<file path="config.mk">
export PLATFORM = sky130hd
export DESIGN_NAME = lsu_sequencer
export DESIGN_NICKNAME = d
export VERILOG_FILES = /design/src/rtl/miniRISC_pkg.sv /design/src/rtl/sign_extend.sv /design/src/rtl/lsu_sequencer.sv
export SDC_FILE = /design/constraint.sdc
export NUM_CORES = 1
export LEC_CHECK = 0
export ABC_AREA = 1
export CORE_ASPECT_RATIO = 1.2
export CORE_UTILIZATION = 50
export DETAILED_ROUTE_END_ITERATION = 10
export PLACE_DENSITY_LB_ADDON = 0.08
export SETUP_SLACK_MARGIN = 0.02
export SYNTH_ARGS = -nofsm -noshare
export SYNTH_HDL_FRONTEND = slang
export SYNTH_SLANG_ARGS = --single-unit
export TNS_END_PERCENT = 10
</file>
<file path="constraint.sdc">
create_clock -name clk -period 3.8 [get_ports clk]
set_input_delay 0.38 -clock clk [delete_from_list [all_inputs] [get_ports clk]]
set_output_delay 0.38 -clock clk [all_outputs]
set_load 0.01 [all_outputs]
</file>
<file path="src/rtl/miniRISC_pkg.sv">
// miniRISC_pkg: shared constants and LSU state encoding for the KGP miniRISC datapath
package miniRISC_pkg;
    localparam int LSU_DATA_W = 32;
    localparam int IMM_W = 16;
    typedef enum logic [1:0] {
        IDLE   = 2'd0,
        ACCESS = 2'd1,
        RESP   = 2'd2
    } lsu_state_t;
endpackage

</file>
<file path="src/rtl/sign_extend.sv">
// sign_extend: replicates the top input bit to widen a two's-complement value
module sign_extend #(
    parameter int IN_W  = 16,
    parameter int OUT_W = 32
) (
    input  logic [IN_W-1:0]  din,
    output logic [OUT_W-1:0] dout
);
    assign dout = {{(OUT_W-IN_W){din[IN_W-1]}}, din};
endmodule

</file>
<file path="src/rtl/lsu_sequencer.sv">
// lsu_sequencer: load/store sequencer with wait-state timeout; optional LSU_MISALIGN_CHECK_EN rejects unaligned addresses
module lsu_sequencer
    import miniRISC_pkg::*;
#(
    parameter int DATA_W      = LSU_DATA_W,
    parameter int TIMEOUT_CYC = 15
) (
    input  logic              clk,
    input  logic              rst,
    input  logic              req_valid,
    output logic              req_ready,
    input  logic              req_is_store,
    input  logic [DATA_W-1:0] base,
    input  logic [IMM_W-1:0]  offset,
    input  logic [DATA_W-1:0] wdata,
    output logic              resp_valid,
    output logic              resp_err,
    output logic [DATA_W-1:0] rdata,
    output logic              mem_en,
    output logic              mem_we,
    output logic [DATA_W-1:0] mem_addr,
    output logic [DATA_W-1:0] mem_wdata,
    input  logic [DATA_W-1:0] mem_rdata,
    input  logic              mem_ready,
    output logic              busy
);
    localparam logic [7:0] CNT_LAST = 8'(TIMEOUT_CYC - 1);
    lsu_state_t state, next;
    logic [DATA_W-1:0] off_ext, ea;
    logic [7:0] cnt;
    logic err, misal, accept;
    sign_extend #(.IN_W(IMM_W), .OUT_W(DATA_W)) u_sext (.din(offset), .dout(off_ext));
    assign ea = base + off_ext;
    assign accept = (state == IDLE) && req_valid;
`ifdef LSU_MISALIGN_CHECK_EN
    assign misal = |ea[1:0];
`else
    assign misal = 1'b0;
`endif
    // next-state selection and state-decoded handshake outputs
    always_comb begin
        next       = IDLE;
        req_ready  = state == IDLE;
        busy       = state != IDLE;
        mem_en     = state == ACCESS;
        resp_valid = state == RESP;
        resp_err   = (state == RESP) && err;
        next = (state == IDLE)   ? (req_valid ? (misal ? RESP : ACCESS) : IDLE) :
               (state == ACCESS) ? ((mem_ready || cnt == CNT_LAST) ? RESP : ACCESS) :
                                   IDLE;
    end
    // state register; reset drops any in-flight access silently
    always_ff @(posedge clk) begin
        if (rst) state <= IDLE;
        else     state <= next;
    end
    // request capture, wait-state counting and response data
    always_ff @(posedge clk) begin
        if (rst) begin
            mem_addr  <= '0;
            mem_we    <= 1'b0;
            mem_wdata <= '0;
            rdata     <= '0;
            cnt       <= '0;
            err       <= 1'b0;
        end else if (accept) begin
            mem_addr  <= ea;
            mem_we    <= req_is_store;
            mem_wdata <= wdata;
            cnt       <= '0;
            err       <= misal;
        end else if (state == ACCESS) begin
            if (mem_ready) begin
                if (!mem_we) rdata <= mem_rdata;
                err <= 1'b0;
            end else if (cnt == CNT_LAST) begin
                err <= 1'b1;
            end else begin
                cnt <= cnt + 8'd1;
            end
        end
    end
endmodule

</file>
; Yosys cells after proc, flatten, opt, wreduce, memory -nomap -nowiden
; Index checks and enable logic that the tools add are counted.
[totals]
ff_bits = 108
in_bits = 117
output_inout_bits = 102
word_cells = 32
[classes]
n_addsub = 2
n_eq_ne = 3
muxes = 6
n_bitwise = 4
n_reduce_logical = 10
[ops]
columns = operator, n
row1 = $add 32x32->32, 1
row2 = $add 8x1->8 const B, 1
row3 = $eq 8x4->1 const B, 1
row4 = $mux 2, 3
row5 = $not 1->1, 4
row6 = $reduce_and 4->1, 1
row7 = $reduce_bool 2->1, 2
row8 = $mux 1, 3
row9 = $reduce_and 3->1, 1
row10 = $eq 2x1->1 const B, 1
row11 = $eq 2x2->1 const B, 1
row12 = $logic_and 1x1->1, 2
row13 = $logic_not 2->1, 1
row14 = $reduce_and 2->1, 1
row15 = $reduce_or 2->1, 1
row16 = $logic_or 1x1->1, 1

; Longest topological paths before layout
[depth]
word_depth = 5
depth_mapped = 13
ltp_nobuf = 13

; Modules after synthesis
; From an unflattened synthesis, not the netlist that was laid out.
[unflattened]
cells_unflattened = 1068
hier_area_um2 = 6718.9
[modules_own_cells]
columns = module, n_inst, cells_each, area_per_inst_um2, seq_area_each_um2
row1 = lsu_sequencer, 1, 1036, 6478.7, 2162.1
row2 = sign_extend, 1, 32, 240.2, 0.0

; Worst setup path before layout
; No wires, ideal clock.
[synth_path]
path_type = input port to flip-flop
startpoint = input offset[0]
endpoint = register mem_addr[12]
setup_ns = 0.115
arrival_time_ns = 1.739
required_time_ns = 3.685
slack_ns = 1.945
cell_stages = 9
n_path_buf = 0
path_cell_list = ha_1 fa_1 nand3_1 nand3_1 nand3_1 nand3_1 xor2_1 o21ai_0 inv_1
[synth_via]
elab_chain_len = 1
[synth_lines]
columns = element, line
row1 = from (decl), lsu_sequencer.sv:14  ; input logic [IMM_W-1:0] offset,
row2 = $add 32x32->32, lsu_sequencer.sv:33  ; assign ea = base + off_ext;
row3 = to (signal assigned), lsu_sequencer.sv:60  ; mem_addr <= '0;
row4 = to (signal assigned), lsu_sequencer.sv:67  ; mem_addr <= ea;
row5 = to (decl), lsu_sequencer.sv:21  ; output logic [DATA_W-1:0] mem_addr,
; No other way between the ends.
; A chain may end at the register's enable or synchronous reset.

; Final worst setup path
[layout_path]
startpoint = input offset[15]
endpoint = register mem_addr[29]
; The elaborated chain is that of the path after synthesis.

==> metrics.md <==
| Metric | Value |
|---|---|
| Required @ worst endpoint | `4.05 ns` |
| Distinct cells, synth | `34` |
| Clock buffer depth | `2` |
| Worst path bufs/invs | `3` |
| CP peak stage delay | `0.93 ns` |
| Sink Count | `108` |
| Launch point of the worst reg-to-reg path | `state[0]` |
| Max-cap violations | `0` |
| GRT Util Overall | `26.5%` |
| Final setup viols | `0` |
| P per Cell Area | `336 nW/µm²` |
| Worst path slowest cell | `clkdlybuf4s50_1` |
| # DRC | `0` |
| Top cell type's share of synthesized area | `33.4%` |
| Worst Path Class, Setup | `in -> reg` |
| Leakage | `0.00435 µW` |
| FMAX | `404 MHz` |
| Post-cts resize count | `0` |
| Clk root buf | `clkbuf_16` |
| Final core utilization | `70.9%` |
| Clk_lat worst skew | `0.35 ns` |
| Worst hold slack | `0.461 ns` |
| Share of layout cells above drive strength 1 | `3.06%` |
| Port Buf Inserts | `218` |
| Worst R2R Setup Slack | `1.58 ns` |
| Routed wire length | `17,700 µm` |
| Inst Count DP | `1,390` |
| GR Overflow Total | `0` |
| Count of boundary I/O pins | `219` |
| # fillers | `1,200` |
| Setup TNS | `0 ns` |
| Hold buffer count at CTS | `0` |
| Final ANT Viol Nets | `0` |
| FP Rows | `45` |
| Worst slew pin tran | `0.726 ns` |
| Power Total | `3020 µW` |
| Post-CTS setup buffer count | `0` |
| Vias in the first global route | `6,160` |
| DRT iter0 DRCs | `414` |
| Status | `finished, final reports clean` |
| Fin crit share | `65.1%` |
| H-tree Lvls | `3` |
| Total number of vias | `6,866` |
| Min Tclk post-route | `2.47 ns` |
| Worst-path fanout max | `17` |
| GP Congestion | `0.926` |
| Crit-path cells | `clkdlybuf4s50_1, ha_1, nand2_1, inv_1, a21oi_1, nand2_1, a21oi_1, nand2_1, nand2_1, nand3_1, nand2_1, inv_1` |
| Area of the multi-input gates | `3530 µm²` |
| Primary FF master, synth | `dfxtp_1` |
| Top cell type by total area after synthesis | `dfxtp_1` |
| Post-synthesis sequential area ratio | `33.4%` |
| Most frequent cells after synthesis | `283 x nand2_1, 174 x nor2_1, 158 x inv_1` |
| CP Launch Type | `primary input` |
| Die height | `127 µm` |
| Crit-path most repeated cell | `nand2_1` |
| Net count, final | `1,388` |
| TritonCTS Buffers | `9` |
| FF+latch area | `2160 µm²` |
| Core region area | `12,700 µm²` |
| Slew Viols, Final | `0` |
| Synthesis-stage register bit count | `108` |
| EDFF count, synth | `0` |
| Synth Warn # | `0` |
| Pin count of the biggest net entering global routing | `83` |
| CTS tree | `yes` |
| Min-delay src | `rdata[25]` |
| Crit path from | `offset[15]` |
| Top post-synthesis cells by area | `dfxtp_1 33%, nand2_1 16%, nor2_1 10%, inv_1 9.2%, ha_1 6.4%` |
| Hold WC Path Type | `reg -> reg` |
| Drt via density | `4.88` |
| WP data arrival | `2.72 ns` |
| Area Growth Syn to Fin | `38.7%` |
| Gate Count Post-Synth | `1,036` |
| Initial Util | `51.1%` |
| Worst-path clk slew | `0.07 ns` |
| CP Capture Type | `register` |
| Max IR drop VDD | `228 µV` |
| Final instance count without filler cells | `1,406` |
| Syn Nets | `1,187` |
| RSZ-0062 raised after global routing | `no` |
| FFs w/ async S/R, synth | `0%` |
| First-pass GRT wire length | `28,600 µm` |
| Initial antenna violation count | `0` |
| N_diodes | `0` |
| Kind of cell adding the most delay to the critical path | `buffers and inverters` |
| DIE WIDTH | `106 µm` |
| Cell Area, Synth | `6480 µm²` |
| Relative slew margins | `51.6%` |
| Count leader, synth | `nand2_1` |
| Drt wl/cell | `12.6 µm` |
| Final Hold Vio Count | `0` |
| Dpl hpwl | `13,500 µm` |
| Die Area | `13,400 µm²` |
| Syn_area_per_cell | `6.25 µm²` |
| Drt first pass iters | `5` |
| Worst-case clock skew | `0.00682 ns` |
## worst register-to-register path: stages (launching register included)
cell,delay (ns)
dfxtp_1,0.36
nor2_4,0.17
nand2_4,0.30
inv_8,0.50
nor2_4,0.06
nand2_2,0.46
nand2_1,0.13
a21oi_1,0.16
## per-stage QoR
stage,instance area [µm²],worst slack [ns]
final,8990,1.33
after global routing,8990,1.03
after CTS,8990,1.33
after detailed placement,8710,0.951
after global placement,8710,0.966
after floorplan,6480,1.95
## logic make-up after synthesis
family | count (synthesis) | synth area share, %
flip-flops | 108 | 33.4
AO/OA/AOI/OAI | 123 | 9.89
AND/OR/NAND/NOR | 561 | 35.5
buffers and inverters | 192 | 12.1
adder cells (fa/ha/maj) | 34 | 6.68
XOR/XNOR | 18 | 2.43
## path summary, 6_finish.rpt
kind	end	cells after the start
max	mem_addr[29]	12
min	rdata[25]	2
max reg2reg	rdata[2]	7
min reg2reg	rdata[25]	2
## per-layer routing
| metal | vias to the layer above | part of all wire (%) | GRT usage (%) | routed length (µm) |
|---|---|---|---|---|
| li1 | 3599 | - | - | - |
| met1 | 3034 | 43 | 32.1 | 7520 |
| met2 | 187 | 48 | 45.4 | 8460 |
| met3 | 46 | 5.0 | 4.11 | 885 |
| met4 | 0 | 4.6 | 13.2 | 810 |
| met5 | - | 0 | 0 | 0 |
## cell usage in the layout, fill, tap and decap left out, drive strengths merged
| master | Yosys | routed |
|---|---|---|
| nand2 | 290 | 290 |
| clkdlybuf4s50 | 0 | 217 |
| nor2 | 180 | 180 |
| inv | 160 | 160 |
| dfxtp | 108 | 108 |
| nand3 | 76 | 76 |
| a21oi | 63 | 63 |
| o21ai | 53 | 53 |
| ha | 33 | 33 |
| xor2 | 16 | 16 |
| clkbuf | 11 | 12 |
| nor3 | 6 | 6 |
| nand4 | 6 | 6 |
| o21bai | 5 | 5 |
| buf | 19 | 5 |
| xnor2 | 2 | 2 |
| clkinv | 0 | 2 |
| clkinvlp | 0 | 2 |
| nor3b | 2 | 2 |
| a211oi | 1 | 1 |
| or2 | 1 | 1 |
| a21o | 1 | 1 |
| fa | 1 | 1 |
## flip-flops by register name, indices dropped and copies added (netlist names)
signal / flops
err: 1
mem_wdata: 32
mem_addr: 32
state: 2
rdata: 32
cnt: 8
mem_we: 1
## area by class of cell
cell class / count / area share, %
Clock buffer: 12 / 2.74
Clock inverter: 4 / 0.278
Inverter: 160 / 6.77
Multi-Input combinational cell: 736 / 39.3
Sequential cell: 108 / 24.1
Tap cell: 164 / 2.28
Timing Repair Buffer: 222 / 24.6
## report_power, final
| group | internal [µW] | total, µW | switching (µW) |
|---|---|---|---|
| registers | 1210 | 1250 | 39.6 |
| logic | 418 | 901 | 482 |
| clock network | 461 | 867 | 406 |
| total | 2090 | 3020 | 928 |
No activity file was read; power rests on OpenSTA's default activity.
